<file path="src/rtl/fc_layer_sequencer_pkg.sv">
// Shared definitions for the FC layer sequencer: state codes, width defaults
// and the cycle-counter width.
package fc_seq_pkg;

  localparam int ADDR_W_DEF = 27;
  localparam int DIM_W_DEF  = 12;
  localparam int CYC_W      = 32;

  localparam logic [3:0] S_IDLE   = 4'd0;
  localparam logic [3:0] S_LIF_GO = 4'd1;
  localparam logic [3:0] S_LIF_WT = 4'd2;
  localparam logic [3:0] S_LW_GO  = 4'd3;
  localparam logic [3:0] S_LW_WT  = 4'd4;
  localparam logic [3:0] S_FC_GO  = 4'd5;
  localparam logic [3:0] S_FC_WT  = 4'd6;
  localparam logic [3:0] S_SOF_GO = 4'd7;
  localparam logic [3:0] S_SOF_WT = 4'd8;
  localparam logic [3:0] S_DONE   = 4'd9;
  localparam logic [3:0] S_ERR    = 4'd10;

  function automatic logic is_go(input logic [3:0] s);
    return (s == S_LIF_GO) || (s == S_LW_GO) || (s == S_FC_GO) || (s == S_SOF_GO);
  endfunction

  function automatic logic is_wait(input logic [3:0] s);
    return (s == S_LIF_WT) || (s == S_LW_WT) || (s == S_FC_WT) || (s == S_SOF_WT);
  endfunction

endpackage

</file>
<file path="src/rtl/fc_layer_sequencer_wdog.sv">
// Per-phase watchdog: down-counter reloaded on each GO cycle, expires after
// TIMEOUT cycles measured from that GO cycle.
module fc_seq_wdog
  import fc_seq_pkg::*;
#(
  parameter int TIMEOUT = 1048576
) (
  input  logic clk,
  input  logic rst,
  input  logic clear,
  input  logic run,
  output logic expire
);

  localparam int CNT_W = $clog2(TIMEOUT) + 1;

  logic [CNT_W-1:0] cnt;

  // The GO cycle is the first counted cycle, so reload with TIMEOUT-2 and
  // flag the last wait cycle when the count has run out.
  always_ff @(posedge clk or posedge rst) begin
    if (rst) begin
      cnt <= '0;
    end else if (clear) begin
      cnt <= CNT_W'(TIMEOUT - 2);
    end else if (run && cnt != '0) begin
      cnt <= cnt - 1'b1;
    end
  end

  assign expire = run && (cnt == '0);

endmodule

</file>
<file path="src/rtl/fc_layer_sequencer.sv">
// FC layer sequencer: walks load-input, load-weights, compute, store-output
// for one layer per start. Optional watchdog built with FC_SEQ_WDOG_EN.
//
// state    | meaning
// IDLE     | waiting for start, config latched on accept
// LIF_GO   | pulse lif_start, ld_base_addr = in_addr
// LIF_WT   | wait ld_done for input fetch
// LW_GO    | pulse lw_start, ld_base_addr = w_addr
// LW_WT    | wait ld_done for weight(+bias) fetch
// FC_GO    | pulse fc_start
// FC_WT    | wait fc_done
// SOF_GO   | pulse sof_start, ld_base_addr = out_addr
// SOF_WT   | wait ld_done for output store
// DONE     | one-cycle done pulse
// ERR      | watchdog tripped, held until rst
module fc_layer_sequencer
  import fc_seq_pkg::*;
#(
  parameter int ADDR_W  = ADDR_W_DEF,
  parameter int DIM_W   = DIM_W_DEF,
  parameter int TIMEOUT = 1048576
) (
  input  logic              clk,
  input  logic              rst,
  input  logic              start,
  input  logic [DIM_W-1:0]  cin,
  input  logic [DIM_W-1:0]  cout,
  input  logic              has_bias,
  input  logic [ADDR_W-1:0] in_addr,
  input  logic [ADDR_W-1:0] w_addr,
  input  logic [ADDR_W-1:0] out_addr,
  output logic              lif_start,
  output logic              lw_start,
  output logic              sof_start,
  output logic [ADDR_W-1:0] ld_base_addr,
  output logic [DIM_W-1:0]  ld_cin,
  output logic [DIM_W-1:0]  ld_cout,
  output logic              ld_has_bias,
  input  logic              ld_done,
  output logic              fc_start,
  input  logic              fc_done,
  output logic              busy,
  output logic              done,
  output logic [CYC_W-1:0]  cycles,
  output logic              error
);

  logic [3:0]        state, state_n;
  logic              hold_off;
  logic              accept;
  logic              wd_expire;
  logic [ADDR_W-1:0] w_addr_q, out_addr_q;

`ifdef FC_SEQ_WDOG_EN
  fc_seq_wdog #(.TIMEOUT(TIMEOUT)) u_wdog (
    .clk    (clk),
    .rst    (rst),
    .clear  (is_go(state)),
    .run    (is_wait(state)),
    .expire (wd_expire)
  );

  always_ff @(posedge clk or posedge rst) begin
    if (rst) error <= 1'b0;
    else     error <= error | (state_n == S_ERR);
  end
`else
  assign wd_expire = 1'b0;
  assign error     = 1'b0;
`endif

  // hold_off blocks the first IDLE cycle after DONE so a held start re-arms late.
  assign accept = (state == S_IDLE) && start && !hold_off;

  always_comb begin
    state_n = state;
    case (state)
      S_IDLE:   if (accept) state_n = (cin == '0 || cout == '0) ? S_DONE : S_LIF_GO;
      S_LIF_GO: state_n = S_LIF_WT;
      S_LIF_WT: if (ld_done) state_n = S_LW_GO;  else if (wd_expire) state_n = S_ERR;
      S_LW_GO:  state_n = S_LW_WT;
      S_LW_WT:  if (ld_done) state_n = S_FC_GO;  else if (wd_expire) state_n = S_ERR;
      S_FC_GO:  state_n = S_FC_WT;
      S_FC_WT:  if (fc_done) state_n = S_SOF_GO; else if (wd_expire) state_n = S_ERR;
      S_SOF_GO: state_n = S_SOF_WT;
      S_SOF_WT: if (ld_done) state_n = S_DONE;   else if (wd_expire) state_n = S_ERR;
      S_DONE:   state_n = S_IDLE;
      S_ERR:    state_n = S_ERR;
      default:  state_n = S_IDLE;
    endcase
  end

  always_ff @(posedge clk or posedge rst) begin
    if (rst) begin
      state        <= S_IDLE;
      hold_off     <= 1'b0;
      lif_start    <= 1'b0;
      lw_start     <= 1'b0;
      fc_start     <= 1'b0;
      sof_start    <= 1'b0;
      busy         <= 1'b0;
      done         <= 1'b0;
      ld_base_addr <= '0;
      ld_cin       <= '0;
      ld_cout      <= '0;
      ld_has_bias  <= 1'b0;
      w_addr_q     <= '0;
      out_addr_q   <= '0;
      cycles       <= '0;
    end else begin
      state     <= state_n;
      hold_off  <= (state == S_DONE);
      lif_start <= (state_n == S_LIF_GO);
      lw_start  <= (state_n == S_LW_GO);
      fc_start  <= (state_n == S_FC_GO);
      sof_start <= (state_n == S_SOF_GO);
      busy      <= (state_n != S_IDLE);
      done      <= (state_n == S_DONE);

      if (accept) begin
        ld_cin      <= cin;
        ld_cout     <= cout;
        ld_has_bias <= has_bias;
        w_addr_q    <= w_addr;
        out_addr_q  <= out_addr;
      end

      if (state_n == S_LIF_GO)      ld_base_addr <= in_addr;
      else if (state_n == S_LW_GO)  ld_base_addr <= w_addr_q;
      else if (state_n == S_SOF_GO) ld_base_addr <= out_addr_q;

      // The DONE cycle is already included by starting the count at 1.
      if (accept) begin
        cycles <= CYC_W'(1);
      end else if (state != S_IDLE && state != S_DONE && cycles != '1) begin
        cycles <= cycles + 1'b1;
      end
    end
  end

endmodule

</file>
<file path="config.mk">
export PLATFORM = sky130hd
export DESIGN_NAME = fc_layer_sequencer
export DESIGN_NICKNAME = d
export VERILOG_FILES = /design/src/rtl/fc_layer_sequencer_pkg.sv /design/src/rtl/fc_layer_sequencer_wdog.sv /design/src/rtl/fc_layer_sequencer.sv
export SDC_FILE = /design/constraint.sdc
export NUM_CORES = 1
export LEC_CHECK = 0
export ABC_AREA = 1
export CAP_MARGIN = 20
export CELL_PAD_IN_SITES_DETAIL_PLACEMENT = 1
export CELL_PAD_IN_SITES_GLOBAL_PLACEMENT = 1
export CORE_MARGIN = 1.5
export CORE_UTILIZATION = 45
export DETAILED_ROUTE_END_ITERATION = 8
export DONT_BUFFER_PORTS = 1
export PLACE_DENSITY = 0.91
export SLEW_MARGIN = 10
export SYNTH_ARGS = -nofsm -noshare
export SYNTH_HDL_FRONTEND = slang
export SYNTH_SLANG_ARGS = --single-unit
export TNS_END_PERCENT = 30
</file>
<file path="constraint.sdc">
create_clock -name clk -period 4.8 [get_ports clk]
set_input_delay 0.48 -clock clk [delete_from_list [all_inputs] [get_ports clk]]
set_output_delay 0.48 -clock clk [all_outputs]
set_load 0.03 [all_outputs]
</file>
## Word-level counts from Yosys, hierarchy flattened

Index checks and enable logic that the tools add are counted.

- Bits in registers: 149
- Input port bits: 111
- Word-level logic and storage cells: 58

- Add/sub/neg operators: 1
- Eq/ne operators: 17
- Mux-type cells: 12
- Reductions and logical operators: 13

Operators by type and width:

| cell | number |
|---|---|
| 2-to-1 mux 27 bit | 3 |
| 2-to-1 mux 32 bit | 2 |
| case mux 4 bit (10 select lines) | 1 |
| adder 32 x 1 -> 32 bit (second input constant) | 1 |
| inequality test 32 bit (second input constant) | 1 |
| == test 4 x 3 -> 1 bit (second input constant) | 6 |
| zero test 12 bit | 2 |
| 2-to-1 mux 4 bit | 6 |
| == test 4 bit (second input constant) | 4 |
| == test 4 x 2 -> 1 bit (second input constant) | 3 |
| == test 4 x 1 -> 1 bit (second input constant) | 2 |
| nonzero test 4 bit | 2 |
| logical AND 1 bit | 4 |
| zero test 4 bit | 1 |
| inequality test 4 bit (second input constant) | 1 |
| nonzero test 3 bit | 1 |
| nonzero test 2 bit | 1 |
| zero test 1 bit | 1 |
| logical OR 1 bit | 1 |

## Longest topological paths before layout

- Depth after elaboration: 9
- Gate-level depth with buffers: 12

## Worst setup path after synthesis

Ideal clock, no wire load.

- Kind: reg2reg
- From: register cycles[0]
- To: register cycles[28]
- Setup time: 0.066 ns
- Arrival time: 1.891 ns
- Required time: 4.734 ns
- Setup slack: 2.843 ns
- Cell stages (with the launch flop): 13
- Buffers on the path: 1
- Clock period less this slack: 1.957 ns
- Cell sequence: dfrtp_1 ha_1 inv_1 nor2_4 nand2_4 nor2_8 nand2_2 nand2_4 nand2_4 clkinv_2 buf_6 nand2_1 nand2_1

- Longest elaborated chain between the ends: 3

RTL lines:

| element | RTL line | text |
|---|---|---|
| from (decl) | fc_layer_sequencer.sv:44 | `output logic [CYC_W-1:0] cycles,` |
| from (signal assigned) | fc_layer_sequencer.sv:136 | `cycles <= cycles + 1'b1;` |
| adder 32 x 1 -> 32 bit / inequality test 32 bit (equally long branches) | fc_layer_sequencer.sv:136, fc_layer_sequencer.sv:135 |  |
| 2-to-1 mux 32 bit / logical AND 1 bit (equally long branches) | fc_layer_sequencer.sv:135 | `end else if (state != S_IDLE && state != S_DONE && cycles != '1) begin` |
| 2-to-1 mux 32 bit / nonzero test 2 bit (equally long branches) | - |  |

Parallel ways exist; a longest one is shown, timed or not. The select of a mux whose other input is x is not followed.
A chain may end at the register's enable or synchronous reset.

## Worst setup path after layout

- From: register state[2]
- To: register ld_base_addr[10]

- Longest elaborated chain between the ends: 8

RTL lines:

| element | RTL line | text |
|---|---|---|
| from (decl) | fc_layer_sequencer.sv:48 | `logic [3:0] state, state_n;` |
| from (signal assigned) | fc_layer_sequencer.sv:111 | `state <= state_n;` |
| zero test 4 bit | fc_layer_sequencer.sv:73, fc_layer_sequencer.sv:77 |  |
| logical AND 1 bit (2 in series) | fc_layer_sequencer.sv:73 | `assign accept = (state == S_IDLE) && start && !hold_off;` |
| 2-to-1 mux 4 bit | fc_layer_sequencer.sv:78 | `S_IDLE: if (accept) state_n = (cin == '0 \|\| cout == '0) ? S_DONE : S_LIF_GO;` |
| case mux 4 bit (10 select lines) (*) | fc_layer_sequencer.sv:77 | `case (state)` |
| == test 4 x 2 -> 1 bit | fc_layer_sequencer.sv:129 | `else if (state_n == S_LW_GO) ld_base_addr <= w_addr_q;` |
| 2-to-1 mux 27 bit | fc_layer_sequencer.sv:129 |  |
| 2-to-1 mux 27 bit | fc_layer_sequencer.sv:128 | `if (state_n == S_LIF_GO) ld_base_addr <= in_addr;` |
| to (signal assigned) | fc_layer_sequencer.sv:128 |  |
| to (signal assigned) | fc_layer_sequencer.sv:129 |  |
| to (signal assigned) | fc_layer_sequencer.sv:130 | `else if (state_n == S_SOF_GO) ld_base_addr <= out_addr_q;` |
| to (decl) | fc_layer_sequencer.sv:35 | `output logic [ADDR_W-1:0] ld_base_addr,` |

Every way passes the cells marked *; elsewhere a longest branch is shown, timed or not.

==> impl_metrics.ini <==
[sta]
hold_violations = 0
fmax_mhz = 338
holdWs_ns = 0.165
fin_skew_ns = 0.0112
tightest_slew_ns = 1.06
maxSlewViolCount = 0
finalCriticalPeriod_ns = 2.95
fin_crit_sh_pct = 61.6
relSlewSlack_pct = 29.1
tns_ns = 0
setup_viol = 0
rsz0062_at_grt = no

[setup_path]
crit_type = reg2reg
worst_r2r_path_depth = 10
cp-start-kind = flop
regToRegEndpoint = ld_base_addr[10]$_DFFE_PP0P_
r2r_slack_ns = 1.85
path_delay_family = simple AND/OR/NAND/NOR gates
path_cells = nor2_1 > nand2_1 > inv_2 > nand2_4 > inv_4 > nand3_2 > nand2_4 > inv_2 > nand2_1 > nand2_1
cp_num_buf_inv = 3
cpMaxStageDelayCell = nand3_2
cp_data_arrival_time_ns = 3.27
critical_path_required_ns = 5.12
worst-path-max-fanout = 29
r2r_start = state[2]$_DFF_PP0_
max_stage_delay_ns = 0.61
cpMostUsedCell = nand2_1
worstSetupEndpointType = flop

[finish]
syn_to_final_growth_pct = 7.96
final_util_pct = 49.5
final_nets = 1120
fill_cells = 2090
diodes = 0
drive_above_1_share_pct = 6.08

[routing]
ant_nets = 0
via_per_inst = 5.37
route.detailed.drc = 0
drt_iter0_markers = 339
wl_per_cell_um = 18.3
drt_first_pass_iters = 4
vias = 6649
wl_um = 22700

[yosys]
synth_nets = 1141
synth_edf_count = 0
synthArstFlopShare_pct = 100
syn_area_um2 = 7580
synth-seq-area-share_pct = 49.2
synth_common_cells = 453 x nand2_1, 149 x dfrtp_1, 96 x inv_1
yosysWarningCount = 0
synth.avg_cell_area_um2 = 7.36
synth_seq_cells = 149
yosysTopAreaCellShare_pct = 49.2
synth_area_leaders = dfrtp_1 49%, nand2_1 22%, inv_1 4.8%
synth_area_leader_cell = dfrtp_1
syn_inst = 1029
yosysMostFrequentCell = nand2_1
synth_ff_type = dfrtp_1
synth.distinct_cells = 31

[die]
die-height_um = 133
num_rows = 47
core_um2 = 16500
initial_utilization_pct = 45.9
die_w_um = 133
die-area_um2 = 17600
io-pin-count = 202

[power]
pwr_density_cell_nw_per_um2 = 642
power_leakage_nw = 4.24
vdd_ir_drop_max_mv = 0.304
p_total_mw = 5.26

[global_route]
overflow = 0
grt_first_pass_wirelength_um = 36900
antenna_found_initial = 0
grt_max_degree = 116
grt_usage_pct = 26.8
first_global_vias = 7131

[run]
drv_cap = 0

[hold_path]
whs_endpoint = out_addr_q[20]$_DFFE_PP0N_
holdPathStages = 2
hold_class = in2reg
holdCritStartpoint = out_addr[20]

[run_status]
status = finished, final reports clean

[placed_design]
hpwl_um = 15600
port-buffer-count = 0
gp_congestion = 0.830

[cts]
cts-buffers-inserted = 17
clk_latency_ns = 0.43
ctsHtreeMaxLevel = 4
clk_pin_slew_ns = 0.06
clockRootBuffer = clkbuf_16
max-clock-path-buffers = 2
cts_sinks = 149
cts_tree = built
## worst reg2reg max path, delay by kind of cell, from the launching register on
family	cells	cell delay, ns
and+or+nand+nor	7	1.77
DFF	1	0.43
buffers and inverters	3	0.64
## per-stage QoR
stage / worst slack (ns) / area, µm² / std cells
5_1_grt: 1.58 / 8180 / 1239
2_1_floorplan: 0.312 / 7580 / 1029
3_3_place_gp: 1.97 / 7640 / 1208
3_5_place_dp: 1.87 / 7640 / 1208
6_report: 1.85 / 8180 / 1239
4_1_cts: 1.85 / 8180 / 1239
## worst max-delay path by stage
stage / start / end / slack, ns / depth (start not counted)
2_1_floorplan: rst / busy$_DFF_PP0_ / 0.31 / 1
3_3_place_gp: state[2]$_DFF_PP0_ / ld_base_addr[26]$_DFFE_PP0P_ / 1.97 / 10
3_5_place_dp: state[2]$_DFF_PP0_ / ld_base_addr[10]$_DFFE_PP0P_ / 1.87 / 10
4_1_cts: state[2]$_DFF_PP0_ / ld_base_addr[10]$_DFFE_PP0P_ / 1.85 / 10
5_1_grt: state[1]$_DFF_PP0_ / ld_base_addr[10]$_DFFE_PP0P_ / 1.58 / 10
6_report: state[2]$_DFF_PP0_ / ld_base_addr[10]$_DFFE_PP0P_ / 1.85 / 10
## kinds of logic (layout without fill, tap and decap cells)
group	after synthesis	in the layout	synth area share, %
xor+xnor	9	9	1.04
buf+inv	151	141	8.67
flops	149	149	49.2
fa+ha+maj	1	1	0.165
simple gates	644	644	35.8
other cells	1	1	0.0495
compound gates	74	74	5.12
## cell type report
cell class | instances | area [µm²] | share of cell area, %
Sequential cell | 149 | 3730 | 45.6
Clock inverter | 10 | 83.8 | 1.02
Inverter | 104 | 399 | 4.88
Tap cell | 220 | 275 | 3.36
Multi-Input combinational cell | 729 | 3190 | 39.0
Timing Repair Buffer | 7 | 55.1 | 0.673
Clock buffer | 20 | 447 | 5.46
## flip-flops by register name, indices dropped and copies added, names as in the netlist, 4 cells and up
name / cells
ld_cout: 12
w_addr_q: 27
cycles: 32
ld_base_addr: 27
out_addr_q: 27
ld_cin: 12
state: 4
## layout by cell type, fill, tap and decap left out, types with 2 or more instances in the layout
| master | Yosys | layout |
|---|---|---|
| inv_1 | 96 | 95 |
| clkinvlp_4 | 0 | 2 |
| nand2_4 | 5 | 5 |
| nand2_2 | 2 | 2 |
| xnor2_1 | 2 | 2 |
| nor3_1 | 3 | 3 |
| or2_2 | 4 | 4 |
| clkinv_2 | 1 | 7 |
| nand4_1 | 50 | 50 |
| a21oi_1 | 4 | 4 |
| xor2_1 | 7 | 7 |
| clkbuf_1 | 11 | 2 |
| nor2_2 | 3 | 3 |
| buf_4 | 3 | 6 |
| inv_2 | 6 | 6 |
| clkbuf_16 | 0 | 17 |
| o21bai_1 | 2 | 2 |
| nor2_1 | 67 | 67 |
| nor2_4 | 2 | 2 |
| nand2_1 | 453 | 453 |
| nand3_1 | 53 | 53 |
| inv_6 | 0 | 2 |
| dfrtp_1 | 149 | 149 |
| o21ai_0 | 66 | 66 |
## power breakdown
part           internal [mW]  switching [mW]
Clock                  0.716           0.527
Sequential              1.72           0.801
Combinational          0.448            1.04
Total                   2.88            2.37
## routing by layer
layer  vias up  GRT usage [%]  wire length (µm)  part of all wire, %
li1       3158              -                 -                    -
met3        34           8.85              1580                  7.0
met4         0           8.18               389                  1.7
met5         -              0                 0                    0
met1      3276           32.7              9450                   42
met2       181           45.3             11200                   50
## what timing repair did
action / 4_1_cts / 5_1_grt
hold buffers: 1 / 0
setup buffers: 0 / 0
resized for setup: 0 / 0
endpoints found under the hold margin: 36 / 0
endpoints found under the setup margin: 0 / 0
Note: power is estimated with default switching activity, not from simulation.
